**src/rtl/pipeline_stage_skid.sv**
```systemverilog
// Inter-stage pipeline register with valid/ready handshakes on both sides, flush, and a stall counter.
// SKID_EN=1 adds a second (skid) entry so that in_ready comes straight from a flop.
module pipeline_stage_skid #(
  parameter int DATA_W  = 64,
  parameter int CTRL_W  = 8,
  parameter bit SKID_EN = 1'b1,
  parameter int CNT_W   = 16
) (
  input  logic              CLK,
  input  logic              nRST,
  input  logic              in_valid,
  output logic              in_ready,
  input  logic [DATA_W-1:0] in_data,
  input  logic [CTRL_W-1:0] in_ctrl,
  output logic              out_valid,
  input  logic              out_ready,
  output logic [DATA_W-1:0] out_data,
  output logic [CTRL_W-1:0] out_ctrl,
  input  logic              flush,
  output logic [1:0]        occupancy,
  output logic [CNT_W-1:0]  stall_cnt
);

  typedef enum logic [1:0] {
    EMPTY = 2'd0,
    ONE   = 2'd1,
    TWO   = 2'd2
  } state_t;

  state_t            state_q, state_d;
  logic [DATA_W-1:0] main_data_q, main_data_d;
  logic [CTRL_W-1:0] main_ctrl_q, main_ctrl_d;
  logic [DATA_W-1:0] skid_data_q, skid_data_d;
  logic [CTRL_W-1:0] skid_ctrl_q, skid_ctrl_d;
  logic [1:0]        occ_q, occ_d;
  logic [CNT_W-1:0]  stall_q;
  logic              accept;
  logic              emit;

  // An offer made in a flush cycle is never taken, whatever in_ready reads.
  assign accept = in_valid & in_ready & ~flush;
  assign emit   = out_valid & out_ready;

  // State and entry registers.
  always_ff @(posedge CLK or negedge nRST) begin
    // NOTE: the entry registers are reset to zero as well, so a freshly reset stage already holds a NOP bubble.
    if (!nRST) begin
      state_q     <= EMPTY;
      main_data_q <= '0;
      main_ctrl_q <= '0;
      skid_data_q <= '0;
      skid_ctrl_q <= '0;
      occ_q       <= 2'd0;
    end else begin
      // NOTE: Every sequential assignment is non-blocking, so all of these flops sample the values from before the edge.
      state_q     <= state_d;
      main_data_q <= main_data_d;
      main_ctrl_q <= main_ctrl_d;
      skid_data_q <= skid_data_d;
      skid_ctrl_q <= skid_ctrl_d;
      occ_q       <= occ_d;
    end
  end

  // Next-state and datapath steering.
  always_comb begin
    // NOTE: each signal receives a default first, so no path through the case leaves a latch.
    state_d     = state_q;
    main_data_d = main_data_q;
    main_ctrl_d = main_ctrl_q;
    skid_data_d = skid_data_q;
    skid_ctrl_d = skid_ctrl_q;

    unique case (state_q)
      EMPTY: begin
        if (accept) begin
          state_d     = ONE;
          main_data_d = in_data;
          main_ctrl_d = in_ctrl;
        end
      end
      ONE: begin
        if (accept && emit) begin
          main_data_d = in_data;
          main_ctrl_d = in_ctrl;
        end else if (accept) begin
          state_d     = TWO;
          skid_data_d = in_data;
          skid_ctrl_d = in_ctrl;
        end else if (emit) begin
          state_d     = EMPTY;
          main_data_d = '0;
          main_ctrl_d = '0;
        end
      end
      TWO: begin
        if (emit) begin
          state_d     = ONE;
          main_data_d = skid_data_q;
          main_ctrl_d = skid_ctrl_q;
          skid_data_d = '0;
          skid_ctrl_d = '0;
        end
      end
      default: begin
        state_d = EMPTY;
      end
    endcase

    // A flush wins over accept and emit. It leaves a zeroed, empty stage.
    if (flush) begin
      state_d     = EMPTY;
      main_data_d = '0;
      main_ctrl_d = '0;
      skid_data_d = '0;
      skid_ctrl_d = '0;
    end
  end

  always_comb begin
    occ_d = 2'd0;
    unique case (state_d)
      EMPTY:   occ_d = 2'd0;
      ONE:     occ_d = 2'd1;
      TWO:     occ_d = 2'd2;
      default: occ_d = 2'd0;
    endcase
  end

  // Outputs. Data and control read as zero whenever no word is presented.
  always_comb begin
    out_valid = (state_q != EMPTY);
    out_data  = out_valid ? main_data_q : '0;
    out_ctrl  = out_valid ? main_ctrl_q : '0;
    occupancy = occ_q;
    stall_cnt = stall_q;
  end

  // Saturating count of back-pressured cycles. A flush does not clear it.
  always_ff @(posedge CLK or negedge nRST) begin
    if (!nRST) begin
      stall_q <= '0;
    end else if (out_valid && !out_ready && (stall_q != '1)) begin
      stall_q <= stall_q + CNT_W'(1);
    end
  end

  generate
    if (SKID_EN) begin : g_skid
      logic ready_q;

      // The flop holds "skid will be free". It depends on out_ready only through the state.
      always_ff @(posedge CLK or negedge nRST) begin
        if (!nRST) begin
          ready_q <= 1'b1;
        end else begin
          ready_q <= (state_d != TWO);
        end
      end

      assign in_ready = ready_q;
    end else begin : g_single
      assign in_ready = ~out_valid | out_ready;
    end
  endgenerate

endmodule

```
**config.mk**
```make
export PLATFORM = sky130hd
export DESIGN_NAME = pipeline_stage_skid
export DESIGN_NICKNAME = d
export VERILOG_FILES = /design/src/rtl/pipeline_stage_skid.sv
export SDC_FILE = /design/constraint.sdc
export NUM_CORES = 1
export LEC_CHECK = 0
export BUFFER_PORTS_ARGS = -buffer_cell sky130_fd_sc_hd__clkbuf_2
export CAP_MARGIN = 20
export CORE_ASPECT_RATIO = 1.5
export CORE_MARGIN = 2
export CORE_UTILIZATION = 49
export DETAILED_ROUTE_END_ITERATION = 7
export HOLD_SLACK_MARGIN = 0.03
export PLACE_DENSITY = 0.86
export REMOVE_ABC_BUFFERS = 1
export SLEW_MARGIN = 10
export SYNTH_ARGS = -nofsm -noshare
export SYNTH_HDL_FRONTEND = slang
export SYNTH_SLANG_ARGS = --single-unit
```
**constraint.sdc**
```tcl
create_clock -name CLK -period 2 [get_ports CLK]
set_input_delay 0.2 -clock CLK [delete_from_list [all_inputs] [get_ports CLK]]
set_output_delay 0.2 -clock CLK [all_outputs]
set_load 0.02 [all_outputs]
```
[Yosys cells after proc, flatten, opt, wreduce, memory -nomap -nowiden]
Index checks and enable logic that the tools add are counted.
Storage, ports and cells
  flip-flop bits (word level): 165
  output and inout port bits: 92
  logic and storage cells: 65
Cells by class
  multiplexer cells: 30
  bitwise gates (word level): 4
  eq/ne operators: 12
  add/sub/neg operators: 1
  reduce and logical (&&, ||, !) cells: 10
Operator list (number)
  $mux W64: 9
  $pmux W64 S3: 1
  $pmux W64 S2: 1
  $mux W8: 9
  $pmux W8 S3: 1
  $add A16 B1 Y16 const B: 1
  $ne A16 B16 Y1 const B: 1
  $pmux W8 S2: 1
  $mux W2: 6
  $ne A3 B3 Y1 const B: 4
  $ne A4 B4 Y1 const B: 2
  $pmux W2 S3: 1
  $reduce_and A5 Y1: 1
  $eq A2 B1 Y1 const B: 2
  $eq A2 B2 Y1 const B: 2
  $pmux W2 S2: 1
  $reduce_and A4 Y1: 1
  $reduce_bool A4 Y1: 1
  $and A1 B1 Y1: 3
  $logic_and A1 B1 Y1: 3
  $reduce_bool A3 Y1: 1
  $logic_not A2 Y1: 1
  $ne A2 B2 Y1 const B: 1
  $reduce_bool A2 Y1: 1
  2 further kinds: 2

[Longest topological paths before layout]
  word-level depth: 9
  mapped depth: 10
  gate-level depth less buffers: 6

[Least setup slack after synthesis]
OpenSTA, ideal clock, no wires.
  path kind: reg2reg
  start point: register state_q[0]
  end point: register main_data_q[10]
  arrival time: 1835 ps
  stages on the path, launching flop included: 8
  slack: 89 ps
  library setup time: 76 ps
  buffers on the path: 2
  period minus slack after synthesis: 1911 ps
  cell sequence: dfrtp_1 inv_1 ha_1 buf_6 o41ai_4 buf_6 a22oi_1 o2bb2ai_2
Between the ends
  cells in the longest elaborated chain, start to end: 6
  elaborated cells between the ends (all ways): 15
Ends and longest elaborated chain
  start, declared: line 30  | state_t state_q, state_d;
  start signal, assigned: line 56  | state_q <= state_d;
  $reduce_bool A2 Y1: line 132  | out_valid = (state_q != EMPTY);
  $and A1 B1 Y1: line 42  | assign emit = out_valid & out_ready;
  $logic_and A1 B1 Y1: line 83  | if (accept && emit) begin
  $mux W64: line 83
  $pmux W64 S3: line 74  | unique case (state_q)
  $mux W64: line 111  | if (flush) begin
  end signal, assigned: line 57  | main_data_q <= main_data_d;
  end, declared: line 31  | logic [DATA_W-1:0] main_data_q, main_data_d;
Several ways; a longest one is shown, not always the timed one.
A chain may end at the register's enable or synchronous reset.

[Worst setup path in the final report]
  start point: register state_q[1]
  end point: output port out_data[25]
Between the ends
  cells in the longest elaborated chain, start to end: 2
Ends and longest elaborated chain
  $reduce_bool A2 Y1: line 132
  $mux W64: line 133  | out_data = out_valid ? main_data_q : '0;
  end, declared: line 17  | output logic [DATA_W-1:0] out_data,
Every way passes these cells.

==> impl_metrics.tcl <==
set metrics [dict create \
    crit_cells 6 \
    synth_area_leaders "dfrtp_1 53%, nand2_1 7.3%, a22oi_1 7.0%" \
    num_io_pins 169 \
    wl_per_cell_um 18.5 \
    syn2layout_area_growth_pct 33.0 \
    clockRootBuffer "clkbuf_16" \
    drt_first_pass_iters 6 \
    r2r_cells 7 \
    cp_num_buf_inv 4 \
    r2r-end "main_data_q[2]" \
    maxSlewViolCount 0 \
    hpwl_um 12600 \
    cts_tree "yes" \
    power_density_nw_per_um2 874 \
    critPathRequiredTime_ns 1.80 \
    fin_skew_ns 0.0122 \
    min_period_ns 1.97 \
    whs_path_depth 3 \
    setup_viol 0 \
    antenna_cells 0 \
    grt_pass1_wl_um 33400 \
    path_clk_slew_ns 0.07 \
    slew_headroom_pct 69.1 \
    ys_seq_area_share_pct 53.5 \
    die_area_um2 16800 \
    hp-start "in_ctrl[4]" \
    antenna_found_initial 0 \
    critPathCaptureType "primary output" \
    crit_path_cell_trace "inv_2, ha_4, buf_6, buf_12, nor2b_1, buf_2" \
    finalCritPeriodShare_pct 98.5 \
    die_h_um 158 \
    min_path_type "in -> reg" \
    synth_seq_cells 165 \
    synth_area_per_cell_um2 10.2 \
    clockBufferDepth 2 \
    drc_errors 0 \
    routabilityCongestion 0.849 \
    portBuffers 168 \
    tightest_slew_ns 0.463 \
    postLayoutCoreUtil_pct 66.0 \
    p_leak_nw 4.83 \
    synthDistinctLibCells 45 \
    synth.largest_area_cell "dfrtp_1" \
    clk_latency_ns 0.42 \
    htree_levels 4 \
    min_to "skid_ctrl_q[4]" \
    path_max_fanout 13 \
    drt_iter0_drc 620 \
    irDropWorstVdd_v 0.000496 \
    avgViaCountPerCell 5.77 \
    die_x_um 107 \
    fillers 1148 \
    rrSetupSlack_ns 0.09 \
    start_util_pct 49.7 \
    status "finished, final reports clean" \
    cts_buffers 17 \
    layout-drive-gt1-share_pct 27.6 \
    synth-async-reset-ratio_pct 100 \
    cp_slowest_cell "dfrtp_1" \
    path_class "reg -> out" \
    reg2reg_from "state_q[1]" \
    groute.usage.overall_pct 25.0 \
    crit_family "buffers and inverters" \
    core_area_um2 15600 \
    maxCapViolations 0 \
    fin_tns_setup_ns 0 \
    place_area_um2 8900 \
    hold_violations 0 \
    num_vias 6804 \
    cp_slowest_stage_delay_ns 0.38 \
    rows 56 \
    synth_top_area_share_pct 53.1 \
    synthFlopType "dfrtp_1" \
    synth_edf_count 0 \
    final_nets 1046 \
    yosys_warnings 0 \
    arrival_ns 1.77 \
    grt_pass1_vias 6651 \
    max_freq_mhz 507 \
    finalWirelength_um 21800 \
    ant_nets 0 \
    netlist_area_um2 7730 \
    grt_max_degree 73 \
    finalInstanceArea_um2 10300 \
    start_kind "flop" \
    syn_inst 757 \
    cts.sink_count 165 \
    grt_overflow_total 0 \
]
Yosys cell counts, types with 2 or more instances:
cell type  instances
buf_6              8
nor2b_1           75
and2_1             2
nor4_1             4
inv_1              5
nand4_1            7
buf_1              5
nor3_1             4
o2bb2ai_2         12
buf_2             21
a211oi_1           3
o21ai_0           64
nand3_1            4
xor2_1             9
a21oi_1            3
nand2_1          150
mux2_2             3
o2bb2ai_1         60
and3_1             3
ha_1               5
o211ai_1           2
dfrtp_1          164
or2_2              2
o21ai_1           10
a22oi_1           72
xnor2_1            2
nand3b_1           2
clkbuf_1          31
nor2_1             9
where the power goes:
group	internal (mW)	total [mW]	switching, mW	leakage [nW]
clock network	2.18	3.58	1.40	0.309
logic	0.638	1.52	0.885	2.32
registers	3.66	3.88	0.222	2.19
total	6.47	8.98	2.50	4.83
registers in the layout, summed over array words and instances, names as in the netlist:
register,count
skid_data_q,64
main_data_q,64
occupancy,2
state_q,2
skid_ctrl_q,8
stall_cnt,16
main_ctrl_q,8
in_ready,1
worst max path at each step:
stage                     startpoint        endpoint  slack, ns
after floorplan           state_q[0]  skid_ctrl_q[0]      -3.04
after global placement    state_q[0]    occupancy[1]       0.12
after detailed placement  state_q[1]    occupancy[1]       0.02
after CTS                 state_q[1]    out_data[24]      0.002
after global routing      state_q[1]    out_data[63]      -0.04
final                     state_q[1]    out_data[25]       0.03
placed cells by master (no fill, tap or decap), types with 3 or more instances in the layout:
master	netlist	routed
nand4_1	7	7
nand2_1	150	150
inv_2	1	3
buf_4	1	15
nor2_1	9	8
a21oi_1	3	3
mux2_2	3	3
dlygate4sd3_1	0	54
o21ai_0	64	64
buf_6	8	3
inv_6	0	3
inv_1	5	3
buf_2	21	4
clkbuf_2	0	155
clkbuf_4	0	3
a211oi_1	3	3
nand3_1	4	3
buf_12	0	17
nor4_1	4	4
clkbuf_16	0	20
xor2_1	9	9
bufinv_16	0	4
o2bb2ai_2	12	12
o2bb2ai_1	60	60
nor2b_2	0	5
nor2b_1	75	70
o21ai_1	10	10
nor3_1	4	4
a22oi_1	72	72
clkinvlp_4	0	3
dfrtp_1	164	164
layer usage:
| layer | up-vias | share of wire [%] | GRT usage, % |
|---|---|---|---|
| met3 | 64 | 4.6 | 3.66 |
| met1 | 3350 | 39 | 30.7 |
| li1 | 3097 | - | - |
| met5 | - | 0 | 0 |
| met4 | 0 | 3.7 | 11.2 |
| met2 | 293 | 52 | 43.8 |
area by class of cell:
| class | count | area [um2] | share of cell area, % |
|---|---|---|---|
| Clock buffer | 19 | 453 | 4.41 |
| Inverter | 6 | 22.5 | 0.219 |
| Multi-Input combinational cell | 520 | 3300 | 32.1 |
| Tap cell | 203 | 254 | 2.47 |
| Sequential cell | 165 | 4130 | 40.2 |
| Timing Repair Buffer | 254 | 1920 | 18.7 |
| Clock inverter | 13 | 194 | 1.89 |
cell families after synthesis:
group | share of synthesized area [%]
simple gates | 16.6
compound gates | 22.7
flops | 53.5
buf+inv | 4.66
xor+xnor | 1.25
fa+ha+maj | 0.939
mux | 0.437
through the flow:
stage	std cells	hold slack, ns	power, mW	setup slack [ns]
4_1_cts	1176	0.0307	8.94	0.00190
3_3_place_gp	1090	0.166	5.21	0.121
6_report	1180	0.0399	8.98	0.0291
3_5_place_dp	1090	0.166	5.25	0.0223
2_1_floorplan	691	-0.0956	4.63	-3.04
5_1_grt	1180	0.0363	9.33	-0.0433
timing repair:
action	in CTS	in global routing
hold buffers	54	0
endpoints found under the hold margin	98	0
gates resized for setup	17	23
pin swaps	0	1
cloned	0	3
setup endpoints to repair	51	153
buffers inserted	0	1
tightest hold or removal path: cells and delay by family:
family                 cells  cell delay, ns
buffers and inverters      1            0.09
AOI/OAI and AO/OA          1            0.07
and+or+nand+nor            1            0.05
(Power assumes the default switching activity.)
